**config.mk**
```make
export PLATFORM = sky130hd
export DESIGN_NAME = nco_phase_gen
export DESIGN_NICKNAME = d
export VERILOG_FILES = /design/src/rtl/nco_pkg.sv /design/src/rtl/nco_sweep.sv /design/src/rtl/nco_phase_gen.sv
export SDC_FILE = /design/constraint.sdc
export NUM_CORES = 1
export LEC_CHECK = 0
export CORE_MARGIN = 5
export CORE_UTILIZATION = 41
export DETAILED_ROUTE_END_ITERATION = 16
export DONT_BUFFER_PORTS = 1
export GPL_TIMING_DRIVEN = 0
export PLACE_DENSITY = 0.61
export SLEW_MARGIN = 20
export SYNTH_ARGS = -nofsm -noshare
export SYNTH_HDL_FRONTEND = slang
export SYNTH_SLANG_ARGS = --single-unit
```
**constraint.sdc**
```tcl
create_clock -name clk -period 4.9 [get_ports clk]
set_input_delay 0.245 -clock clk [delete_from_list [all_inputs] [get_ports clk]]
set_output_delay 0.245 -clock clk [all_outputs]
set_load 0.02 [all_outputs]
```
**src/rtl/nco_pkg.sv**
```systemverilog
// nco_pkg - shared definitions for the numerically controlled phase generator.
//
// Contents:
//   PHASE_W      width of the phase word handed to the cosine lookup
//   nco_state_e  controller states (SWEEP is only reachable when the
//                NCO_SWEEP_EN macro is defined)
//   ADDR_*       configuration register addresses on cfg_addr
package nco_pkg;

  localparam int PHASE_W = 10;

  typedef enum logic [1:0] {
    IDLE  = 2'd0,
    RUN   = 2'd1,
    SWEEP = 2'd2
  } nco_state_e;

  localparam logic [1:0] ADDR_FREQ         = 2'd0;
  localparam logic [1:0] ADDR_PHASE_OFS    = 2'd1;
  localparam logic [1:0] ADDR_SWEEP_STEP   = 2'd2;
  localparam logic [1:0] ADDR_SWEEP_TARGET = 2'd3;

endpackage

```
**src/rtl/nco_sweep.sv**
```systemverilog
// nco_sweep - combinational step/clamp logic of the linear frequency sweep.
//
// Computes the frequency word for the next sample while a sweep is active and
// flags when the sweep has finished.
//
// Ports:
//   freq      in   ACC_W   current frequency word
//   step      in   STEP_W  signed per-tick frequency increment
//   target    in   ACC_W   frequency the sweep is heading for
//   freqNext  out  ACC_W   frequency to use from the next tick on
//   hit       out  1       sweep reached/crossed target or left the legal range
module nco_sweep #(
  parameter int ACC_W  = 24,
  parameter int STEP_W = 16
) (
  input  logic [ACC_W-1:0]  freq,
  input  logic [STEP_W-1:0] step,
  input  logic [ACC_W-1:0]  target,
  output logic [ACC_W-1:0]  freqNext,
  output logic              hit
);

  // Two guard bits: one for carry past 2^ACC_W, one for the sign, so that both
  // overflow and underflow of the unsigned frequency word are visible.
  localparam int EXT_W = ACC_W + 2;

  logic signed [EXT_W-1:0] freqExt;
  logic signed [EXT_W-1:0] stepExt;
  logic signed [EXT_W-1:0] targetExt;
  logic signed [EXT_W-1:0] sumExt;
  logic                    outOfRange;
  logic                    crossed;

  assign freqExt   = $signed({2'b00, freq});
  assign stepExt   = $signed({{(EXT_W-STEP_W){step[STEP_W-1]}}, step});
  assign targetExt = $signed({2'b00, target});
  assign sumExt    = freqExt + stepExt;

  // Negative sum sets the sign bit; a sum of 2^ACC_W or more sets the carry bit.
  assign outOfRange = sumExt[EXT_W-1] | sumExt[ACC_W];

  // The direction of travel is the sign of the step, so "reached" means
  // at-or-above the target when rising and at-or-below it when falling.
  assign crossed = step[STEP_W-1] ? (sumExt <= targetExt) : (sumExt >= targetExt);

  assign hit      = outOfRange | crossed;
  assign freqNext = hit ? target : sumExt[ACC_W-1:0];

endmodule

```
**src/rtl/nco_phase_gen.sv**
```systemverilog
// nco_phase_gen - phase accumulator NCO feeding a 10-bit-phase cosine lookup.
//
// On every accepted sample_tick the accumulator advances by FREQ and the top
// PHASE_W bits of the new accumulator, plus PHASE_OFS, are registered onto
// phase_out with a one-cycle phase_valid pulse. wrap flags the accumulator
// carry-out on that same update.
//
// Optional feature: define NCO_SWEEP_EN to build the linear frequency sweep
// (SWEEP state, SWEEP_STEP/SWEEP_TARGET registers, sweep_done). Without it,
// writes to addresses 2 and 3 are ignored and sweep_done is tied low.
//
// Ports:
//   clk          in   1      system clock
//   reset        in   1      synchronous, active-high reset
//   enable       in   1      level; low forces IDLE and clears acc/phase_out
//   sample_tick  in   1      one-cycle strobe per output sample
//   cfg_wr       in   1      register write strobe
//   cfg_addr     in   2      0=FREQ 1=PHASE_OFS 2=SWEEP_STEP 3=SWEEP_TARGET
//   cfg_data     in   ACC_W  write data, narrower registers take the LSBs
//   phase_out    out  10     phase word to the cosine lookup
//   phase_valid  out  1      pulse when phase_out updates
//   wrap         out  1      pulse on accumulator carry-out
//   sweep_done   out  1      pulse when a sweep reaches its target
module nco_phase_gen
  import nco_pkg::*;
#(
  parameter int ACC_W  = 24,
  parameter int STEP_W = 16
) (
  input  logic               clk,
  input  logic               reset,
  input  logic               enable,
  input  logic               sample_tick,
  input  logic               cfg_wr,
  input  logic [1:0]         cfg_addr,
  input  logic [ACC_W-1:0]   cfg_data,
  output logic [PHASE_W-1:0] phase_out,
  output logic               phase_valid,
  output logic               wrap,
  output logic               sweep_done
);

  // The phase word is sliced from the top of the accumulator and the sweep
  // step is sign-extended into it, so both must fit.
  if (ACC_W < 12 || STEP_W < 2 || STEP_W > ACC_W) begin : g_bad_params
    $error("nco_phase_gen: need ACC_W >= 12 and 2 <= STEP_W <= ACC_W");
  end

  nco_state_e          state;
  logic [ACC_W-1:0]    acc;
  logic [ACC_W-1:0]    freq;
  logic [PHASE_W-1:0]  phaseOfs;
  logic [ACC_W:0]      accSum;

  // Extra top bit of the sum is the carry that drives wrap.
  assign accSum = {1'b0, acc} + {1'b0, freq};

`ifdef NCO_SWEEP_EN
  logic [STEP_W-1:0] sweepStep;
  logic [ACC_W-1:0]  sweepTarget;
  logic [ACC_W-1:0]  sweepFreq;
  logic              sweepHit;
  logic              sweepDoneQ;

  nco_sweep #(
    .ACC_W  (ACC_W),
    .STEP_W (STEP_W)
  ) u_sweep (
    .freq     (freq),
    .step     (sweepStep),
    .target   (sweepTarget),
    .freqNext (sweepFreq),
    .hit      (sweepHit)
  );

  assign sweep_done = sweepDoneQ;
`else
  assign sweep_done = 1'b0;
`endif

  // Controller, accumulator and configuration registers in one block. The
  // tick update is written first and the register write afterwards, so a
  // write landing in the same cycle as a tick lets the tick see the old values
  // while the written value (and any state change it causes) wins at the edge.
  // A FREQ write or a zero-step target write during a sweep ends it without
  // sweep_done, even if this cycle's tick would have completed it.
  always_ff @(posedge clk) begin
    if (reset) begin
      state       <= IDLE;
      acc         <= '0;
      freq        <= '0;
      phaseOfs    <= '0;
      phase_out   <= '0;
      phase_valid <= 1'b0;
      wrap        <= 1'b0;
`ifdef NCO_SWEEP_EN
      sweepStep   <= '0;
      sweepTarget <= '0;
      sweepDoneQ  <= 1'b0;
`endif
    end else begin
      phase_valid <= 1'b0;
      wrap        <= 1'b0;
`ifdef NCO_SWEEP_EN
      sweepDoneQ  <= 1'b0;
`endif

      if (!enable) begin
        state     <= IDLE;
        acc       <= '0;
        phase_out <= '0;
      end else if (state == IDLE) begin
        state <= RUN;
      end else if (sample_tick) begin
        acc         <= accSum[ACC_W-1:0];
        wrap        <= accSum[ACC_W];
        phase_out   <= accSum[ACC_W-1 -: PHASE_W] + phaseOfs;
        phase_valid <= 1'b1;
`ifdef NCO_SWEEP_EN
        if (state == SWEEP) begin
          freq <= sweepFreq;
          if (sweepHit) begin
            state      <= RUN;
            sweepDoneQ <= 1'b1;
          end
        end
`endif
      end

      if (cfg_wr) begin
        case (cfg_addr)
          ADDR_FREQ: begin
            freq <= cfg_data;
`ifdef NCO_SWEEP_EN
            if (enable && state == SWEEP) begin
              state      <= RUN;
              sweepDoneQ <= 1'b0;
            end
`endif
          end
          ADDR_PHASE_OFS: phaseOfs <= cfg_data[PHASE_W-1:0];
`ifdef NCO_SWEEP_EN
          ADDR_SWEEP_STEP: sweepStep <= cfg_data[STEP_W-1:0];
          ADDR_SWEEP_TARGET: begin
            sweepTarget <= cfg_data;
            if (sweepStep == '0) begin
              freq <= cfg_data;
              if (enable && state == SWEEP) begin
                state      <= RUN;
                sweepDoneQ <= 1'b0;
              end
            end else if (enable && state != IDLE) begin
              state <= SWEEP;
            end
          end
`endif
          default: ;
        endcase
      end
    end
  end

endmodule

```
==> results of run 1 <==
cells in the final DEF, fill, tap and decap left out, drive strengths merged, types with 2 or more instances in the layout:
cell type / netlist / routed
a211oi: 10 / 10
a21o: 24 / 24
a21oi: 65 / 65
a221o: 2 / 2
a22o: 4 / 4
a31oi: 3 / 3
and2: 2 / 2
and3: 6 / 6
buf: 3 / 3
clkbuf: 23 / 34
clkinv: 0 / 2
dfxtp: 71 / 71
fa: 2 / 2
ha: 33 / 33
inv: 7 / 7
mux2i: 11 / 11
nand2: 95 / 95
nand2b: 4 / 4
nand3: 4 / 4
nand3b: 2 / 2
nand4: 6 / 6
nor2: 34 / 34
nor3: 2 / 2
nor3b: 2 / 2
nor4: 2 / 2
o211ai: 4 / 4
o21a: 2 / 2
o21ai: 16 / 16
o21bai: 4 / 4
o311ai: 3 / 3
o31a: 2 / 2
o41ai: 2 / 2
or3: 3 / 3
xnor2: 13 / 13
xor2: 11 / 11
cell type report:
type                       count  area [sq um]
sequential                    71          1420
inverter                       7          26.3
multi-input combinational    387          2480
buffer                        26           101
clock inverter                 2          10.0
clock buffer                  11           141
tap                          133           166
fill                         984          5330
state kept, by name, summed over array words and instances (netlist names):
name,count
phase_out,10
phaseOfs,10
phase_valid,1
freq,24
acc,24
wrap,1
state,1
report_power, final:
| group | switching, uW | internal [uW] | total (uW) | leakage, uW |
|---|---|---|---|---|
| logic | 60.3 | 30.7 | 91.0 | 0.00130 |
| clock network | 213 | 188 | 400 | 0.0000809 |
| registers | 9.11 | 589 | 598 | 0.000575 |
| total | 282 | 807 | 1090 | 0.00195 |
cells by family after synthesis:
group	after synthesis	synth area share, %
AOI/OAI and AO/OA	150	24.4
xor gates and xnor gates	24	5.21
adders and majority gates	35	11.2
buffers and inverters	33	3.16
DFF	71	35.2
muxes	12	3.01
other	1	0.0930
and+or+nand+nor	165	17.7
stage by stage:
step | hold WS, ns | cells
6_report | 0.0247 | 637
5_1_grt | 0.00448 | 637
4_1_cts | 0.0134 | 637
3_5_place_dp | 0.388 | 624
3_3_place_gp | 0.383 | 624
2_1_floorplan | 0.381 | 491
worst paths after layout:
kind                  startpoint                   endpoint  slack, ns
min                  cfg_data[0]       freq[0]$_SDFFE_PP0P_       0.02
min reg2reg  acc[6]$_SDFFE_PP0P_        acc[6]$_SDFFE_PP0P_       0.46
max          acc[0]$_SDFFE_PP0P_  phase_out[9]$_SDFFE_PP0P_       0.50
max reg2reg  acc[0]$_SDFFE_PP0P_  phase_out[9]$_SDFFE_PP0P_       0.50
metal layers:
| layer | global-route usage (%) | vias up |
|---|---|---|
| met1 | 24.7 | 1638 |
| met5 | 0 | - |
| li1 | - | 1761 |
| met4 | 5.88 | 0 |
| met2 | 29.3 | 67 |
| met3 | 4.50 | 15 |
==> flow_metrics.py, run 1 <==
metrics = {
    "clocking": {
        "ctsResizeCount": 0,
        "cts-root-buf": "clkbuf_8",
        "htreeDepth": 3,
        "cts_tree": "built",
        "postCtsSetupBuffers": 0,
        "cts_hold_buf": 0,
        "path_clk_slew_ns": 0.08,
        "clock_latency_ns": 0.35,
        "cts_buffers": 9,
        "cts.sinks": 71,
        "clockBufferDepth": 2,
    },
    "outcome": {
        "status": "finished, final reports clean",
    },
    "detailed_routing": {
        "routedWlPerCell_um": 16.2,
        "antenna_left": 0,
        "wl_met1_um": 4890,
        "routed-wl-met2_um": 4730,
        "wl_um": 10300,
        "top_layer": "met4",
        "drtIter0Drc": 193,
        "drc": 0,
        "vias": 3481,
        "viasPerCell": 5.46,
        "wl_met3_um": 529,
        "firstDrtPassIters": 4,
    },
    "global_route": {
        "grt_max_degree": 11,
        "antenna_found_initial": 0,
        "gr-total-overflow": 0,
        "grt_pass1_vias": 3321,
        "grt_use_total_pct": 18.5,
        "grt_pass1_wl_um": 16900,
    },
    "critical_path": {
        "cp-end-kind": "flip-flop",
        "cp_top_family": "compound AO/OA/AOI/OAI gates",
        "critical_path_buf_inv_count": 0,
        "startpoint_type": "flip-flop",
        "ff2ff_path_depth": 15,
        "cp_slowest_stage_delay_ns": 0.42,
        "crit_required_ns": 5.17,
        "path_class": "reg -> reg",
        "crit_fanout": 4,
        "path_depth": 15,
        "crit_chain": "ha_1 -> fa_1 -> a21o_1 -> a21o_1 -> a221oi_4 -> o211ai_2 -> a41oi_1 -> xnor2_1 -> ha_1 -> a21oi_1 -> a21oi_1 -> o22ai_1 -> mux2_2 -> o2111a_1 -> a211oi_1",
        "crit_arrival_ns": 4.67,
        "cpMaxStageDelayCell": "fa_1",
    },
    "floorplanning": {
        "die_area_sq_mm": 0.0119,
        "rows": 36,
        "die_w_um": 109,
        "design.core.area_sq_mm": 0.00968,
        "num_io_pins": 44,
        "die_h_um": 109,
        "start_util_pct": 41.6,
    },
    "synthesis": {
        "post-synth-top-area-cell": "dfxtp_1",
        "yosysUniqueCellTypes": 54,
        "synth_edf_count": 0,
        "yosys_warnings": 0,
        "synth_cells": 491,
        "ys_seq_area_share_pct": 35.2,
        "synth_top_area_share_pct": 35.2,
        "synth_seq_cells": 71,
        "ys_top_cells_by_count": "nand2_1 (95), dfxtp_1 (71), a21oi_1 (64)",
        "async_reset_ff_share_pct": 0,
        "synth_area_leaders": "dfxtp_1 (35%), ha_1 (10%), nand2_1 (8.8%)",
        "syn-num-nets": 557,
        "syn_avg_cell_area_sq_um": 8.21,
        "synth_top_flop_cell": "dfxtp_1",
        "syn_area_sq_mm": 0.00403,
        "yosysMostFrequentCell": "nand2_1",
    },
    "job": {
        "drv_cap": 0,
    },
    "timing": {
        "min_period_over_period_pct": 89.8,
        "setup_viol": 0,
        "clock_skew_ns": 0.0117,
        "min_period_ns": 4.40,
        "max_freq_mhz": 227,
        "finalMaxSlewViolations": 0,
        "setup_slack_ns": 0.502,
        "rsz0062_at_grt": "false",
        "hold_viol": 0,
        "setup-tns-final_ns": 0,
        "max_slew_margin_pct": 32.8,
        "tightest_slew_ns": 1.01,
    },
    "power_and_ir_drop": {
        "p_leak_uw": 0.00195,
        "total_power_uw": 1090,
        "p_per_area_mw_per_mm2": 250,
        "ir_drop_mv": 0.134,
    },
    "worst_hold_path": {
        "hp-class": "in -> reg",
        "min_path_cells": 2,
    },
    "cells_and_area": {
        "drive_gt1_share_pct": 3.97,
        "stdcell_area_sq_mm": 0.00435,
        "n_antenna_cell": 0,
        "nets": 568,
        "area_growth_pct": 7.88,
        "fin_util_pct": 44.9,
    },
    "placement": {
        "place_area_sq_mm": 0.00420,
        "globalplace.congestion": 0.863,
        "portBuffers": 0,
        "dpl.hpwl_um": 7840,
        "dp_worst_setup_slack_ns": 0.534,
    },
}
Note: power is estimated with default switching activity, not from simulation.
==> run 2: changes to the inputs <==
--- a/config.mk
+++ b/config.mk
@@ -6,12 +6,13 @@
 export NUM_CORES = 1
 export LEC_CHECK = 0
 export CORE_MARGIN = 5
-export CORE_UTILIZATION = 41
+export CORE_UTILIZATION = 50
 export DETAILED_ROUTE_END_ITERATION = 16
 export DONT_BUFFER_PORTS = 1
 export GPL_TIMING_DRIVEN = 0
-export PLACE_DENSITY = 0.61
+export PLACE_DENSITY = 0.71
 export SLEW_MARGIN = 20
 export SYNTH_ARGS = -nofsm -noshare
 export SYNTH_HDL_FRONTEND = slang
+export SYNTH_HIERARCHICAL = 1
 export SYNTH_SLANG_ARGS = --single-unit
==> run 2 against run 1 <==
Against the previous run:
- synthesized area did not move
- routed wire length down 1.5%
- register-to-register slack worse by 0.05 ns
- clock power rose by 31%
- sequential share of layout area fell by 0.23 points
- clock-buffer cell count is 2 lower
- sequential power about the same
- power increased by 11%
- first-iteration DRC count is 9.3% higher
- highest routed layer unchanged
- utilization increased by 11 points
==> flow_metrics.py, run 2 <==
metrics = {
    "outcome": {
        "status": "finished, final reports clean",
    },
    "cells_and_area": {
        "final_cell_mix": "nand2_1 (95), dfxtp_1 (71), a21oi_1 (64)",
        "nets": 568,
        "fin_cells": 609,
        "n_antenna_cell": 0,
        "top_regs": "acc: 24 flops, freq: 24 flops",
        "drive_gt1_share_pct": 4.73,
        "area_growth_pct": 8.66,
        "fillerInstances": 750,
        "final_common_cell": "nand2_1",
    },
    "placement": {
        "dpl.hpwl_um": 7650,
        "dp_cells": 593,
        "globalplace.congestion": 0.917,
        "portBuffers": 0,
        "dp_worst_setup_slack_ns": 0.549,
    },
    "clocking": {
        "clockBufferDepth": 2,
        "postCtsSetupBuffers": 0,
        "clock_latency_ns": 0.35,
        "cts.sinks": 71,
        "cts-root-buf": "clkbuf_8",
        "cts_hold_buf": 0,
        "cts_buffers": 9,
        "htreeDepth": 3,
        "ctsResizeCount": 0,
        "cts_tree": "built",
        "path_clk_slew_ns": 0.08,
    },
    "timing": {
        "min_period_over_period_pct": 90.8,
        "max_slew_margin_pct": 36.5,
        "setup-tns-final_ns": 0,
        "clock_skew_ns": 0.0105,
        "min_period_ns": 4.45,
        "rsz0062_at_grt": "false",
        "max_freq_mhz": 225,
        "setup_viol": 0,
        "tightest_slew_ns": 0.950,
        "whs_ns": 0.0192,
        "hold_viol": 0,
        "setup_slack_ns": 0.450,
        "finalMaxSlewViolations": 0,
    },
    "detailed_routing": {
        "viasPerCell": 5.81,
        "drc": 0,
        "antenna_left": 0,
        "routedWlPerCell_um": 16.7,
        "vias": 3541,
        "wl_um": 10200,
        "drtIter0Drc": 211,
        "firstDrtPassIters": 4,
    },
    "power_and_ir_drop": {
        "comb_power_share_pct": 7.5,
        "p_seq_share_pct": 49.3,
        "p_sw_share_pct": 25.2,
        "p_sw_uw": 306,
        "p_int_uw": 906,
        "p_leak_uw": 0.00198,
        "p_per_area_mw_per_mm2": 277,
        "clkPwrFrac_pct": 43.2,
        "ir_drop_mv": 0.152,
    },
    "synthesis": {
        "synth_cells": 491,
        "ys_seq_area_share_pct": 35.2,
        "synth_top_flop_cell": "dfxtp_1",
        "syn_avg_cell_area_sq_um": 8.21,
        "synth_seq_cells": 71,
        "yosysMostFrequentCell": "nand2_1",
        "syn_area_sq_mm": 0.00403,
        "synth_area_leaders": "dfxtp_1 (35%), ha_1 (10%), nand2_1 (8.8%)",
        "synth_edf_count": 0,
        "synth_top_area_share_pct": 35.2,
        "async_reset_ff_share_pct": 0,
        "yosysUniqueCellTypes": 54,
        "yosys_warnings": 6,
        "ys_top_cells_by_count": "nand2_1 (95), dfxtp_1 (71), a21oi_1 (64)",
        "post-synth-top-area-cell": "dfxtp_1",
        "syn-num-nets": 557,
    },
    "floorplanning": {
        "design.core.area_sq_mm": 0.00781,
        "die_w_um": 99.8,
        "die_h_um": 99.8,
        "start_util_pct": 51.7,
        "rows": 32,
        "die_area_sq_mm": 0.00996,
        "num_io_pins": 44,
    },
    "global_route": {
        "grt_max_degree": 14,
        "grt_use_total_pct": 21.1,
        "gr-total-overflow": 0,
        "grt_pass1_wl_um": 16800,
        "grt_pass1_vias": 3471,
        "antenna_found_initial": 0,
    },
    "critical_path": {
        "cp-end-kind": "flip-flop",
        "startpoint_type": "flip-flop",
        "reg2reg_setup_slack_ns": 0.45,
        "ff2ff_path_depth": 15,
        "crit_fanout": 4,
        "rr_endpoint": "phase_out[9]$_SDFFE_PP0P_",
        "rr_startpoint": "acc[0]$_SDFFE_PP0P_",
        "crit_arrival_ns": 4.71,
        "path_class": "reg -> reg",
        "crit_required_ns": 5.16,
    },
    "worst_hold_path": {
        "holdCritStartpoint": "cfg_data[5]",
        "min_to": "freq[5]$_SDFFE_PP0P_",
        "min_path_cells": 2,
        "hp-class": "in -> reg",
    },
    "job": {
        "drv_cap": 0,
    },
}
==> run 2: stage by stage <==
stage / area, sq um / utilization, % / power, uW
2_1_floorplan: 4030 / - / 677
3_3_place_gp: 4160 / 53.3 / 699
3_5_place_dp: 4160 / 53.3 / 702
4_1_cts: 4380 / 56.1 / 1220
5_1_grt: 4380 / 56.1 / 1260
6_report: 4380 / 56.1 / 1210
==> run 2: power by group through the flow <==
| stage | logic (uW) | clock network (uW) | registers, uW |
|---|---|---|---|
| after CTS | 90.9 | 531 | 598 |
| after global routing | 102 | 561 | 599 |
| after detailed placement | 90.4 | 0 | 611 |
| after floorplan | 68.4 | 0 | 609 |
| final | 90.9 | 524 | 598 |
| after global placement | 88.3 | 0 | 611 |
==> run 2: how the worst max path moves through the flow <==
stage | start | to | slack (ns) | cells after the start
3_3_place_gp | acc[0]$_SDFFE_PP0P_ | phase_out[9]$_SDFFE_PP0P_ | 0.57 | 15
2_1_floorplan | acc[0]$_SDFFE_PP0P_ | phase_out[9]$_SDFFE_PP0P_ | 1.04 | 15
4_1_cts | acc[0]$_SDFFE_PP0P_ | phase_out[9]$_SDFFE_PP0P_ | 0.48 | 15
3_5_place_dp | acc[0]$_SDFFE_PP0P_ | phase_out[9]$_SDFFE_PP0P_ | 0.55 | 15
5_1_grt | acc[0]$_SDFFE_PP0P_ | phase_out[9]$_SDFFE_PP0P_ | 0.20 | 15
6_report | acc[0]$_SDFFE_PP0P_ | phase_out[9]$_SDFFE_PP0P_ | 0.45 | 15
==> run 2: worst max-delay path, stage by stage, from the launching register on <==
cell and delay [ns]:
dfxtp_1 0.32, ha_1 0.24, fa_1 0.42, a21o_1 0.18
a21o_1 0.25, a221oi_4 0.35, o211ai_2 0.20, a41oi_1 0.32
xnor2_1 0.22, ha_1 0.33, a21oi_1 0.22, a21oi_1 0.14
o22ai_1 0.33, mux2_2 0.40, o2111a_1 0.24, a211oi_1 0.19
==> run 2: metal layers <==
metal | wire length (um) | part of all wire [%] | track usage (%) | vias up
li1 | - | - | - | 1769
met1 | 4820 | 47 | 28.3 | 1679
met2 | 4550 | 45 | 33.0 | 74
met3 | 530 | 5.2 | 3.96 | 19
met4 | 259 | 2.5 | 9.45 | 0
met5 | 0 | 0 | 0 | -
==> run 2: kinds of logic after synthesis <==
family | after synthesis | synth area share (%)
buffers and inverters | 33 | 3.16
and+or+nand+nor | 165 | 17.7
DFF | 71 | 35.2
other | 1 | 0.0930
adders and majority gates | 35 | 11.2
AOI/OAI and AO/OA | 150 | 24.4
xor gates and xnor gates | 24 | 5.21
muxes | 12 | 3.01
==> run 2: layout make-up <==
type | count | area (sq um) | area share, %
Sequential cell | 71 | 1420 | 32.4
Clock buffer | 9 | 124 | 2.83
Inverter | 7 | 26.3 | 0.600
Buffer | 26 | 101 | 2.31
Multi-Input combinational cell | 387 | 2480 | 56.7
Tap cell | 102 | 128 | 2.91
Clock inverter | 7 | 97.6 | 2.23
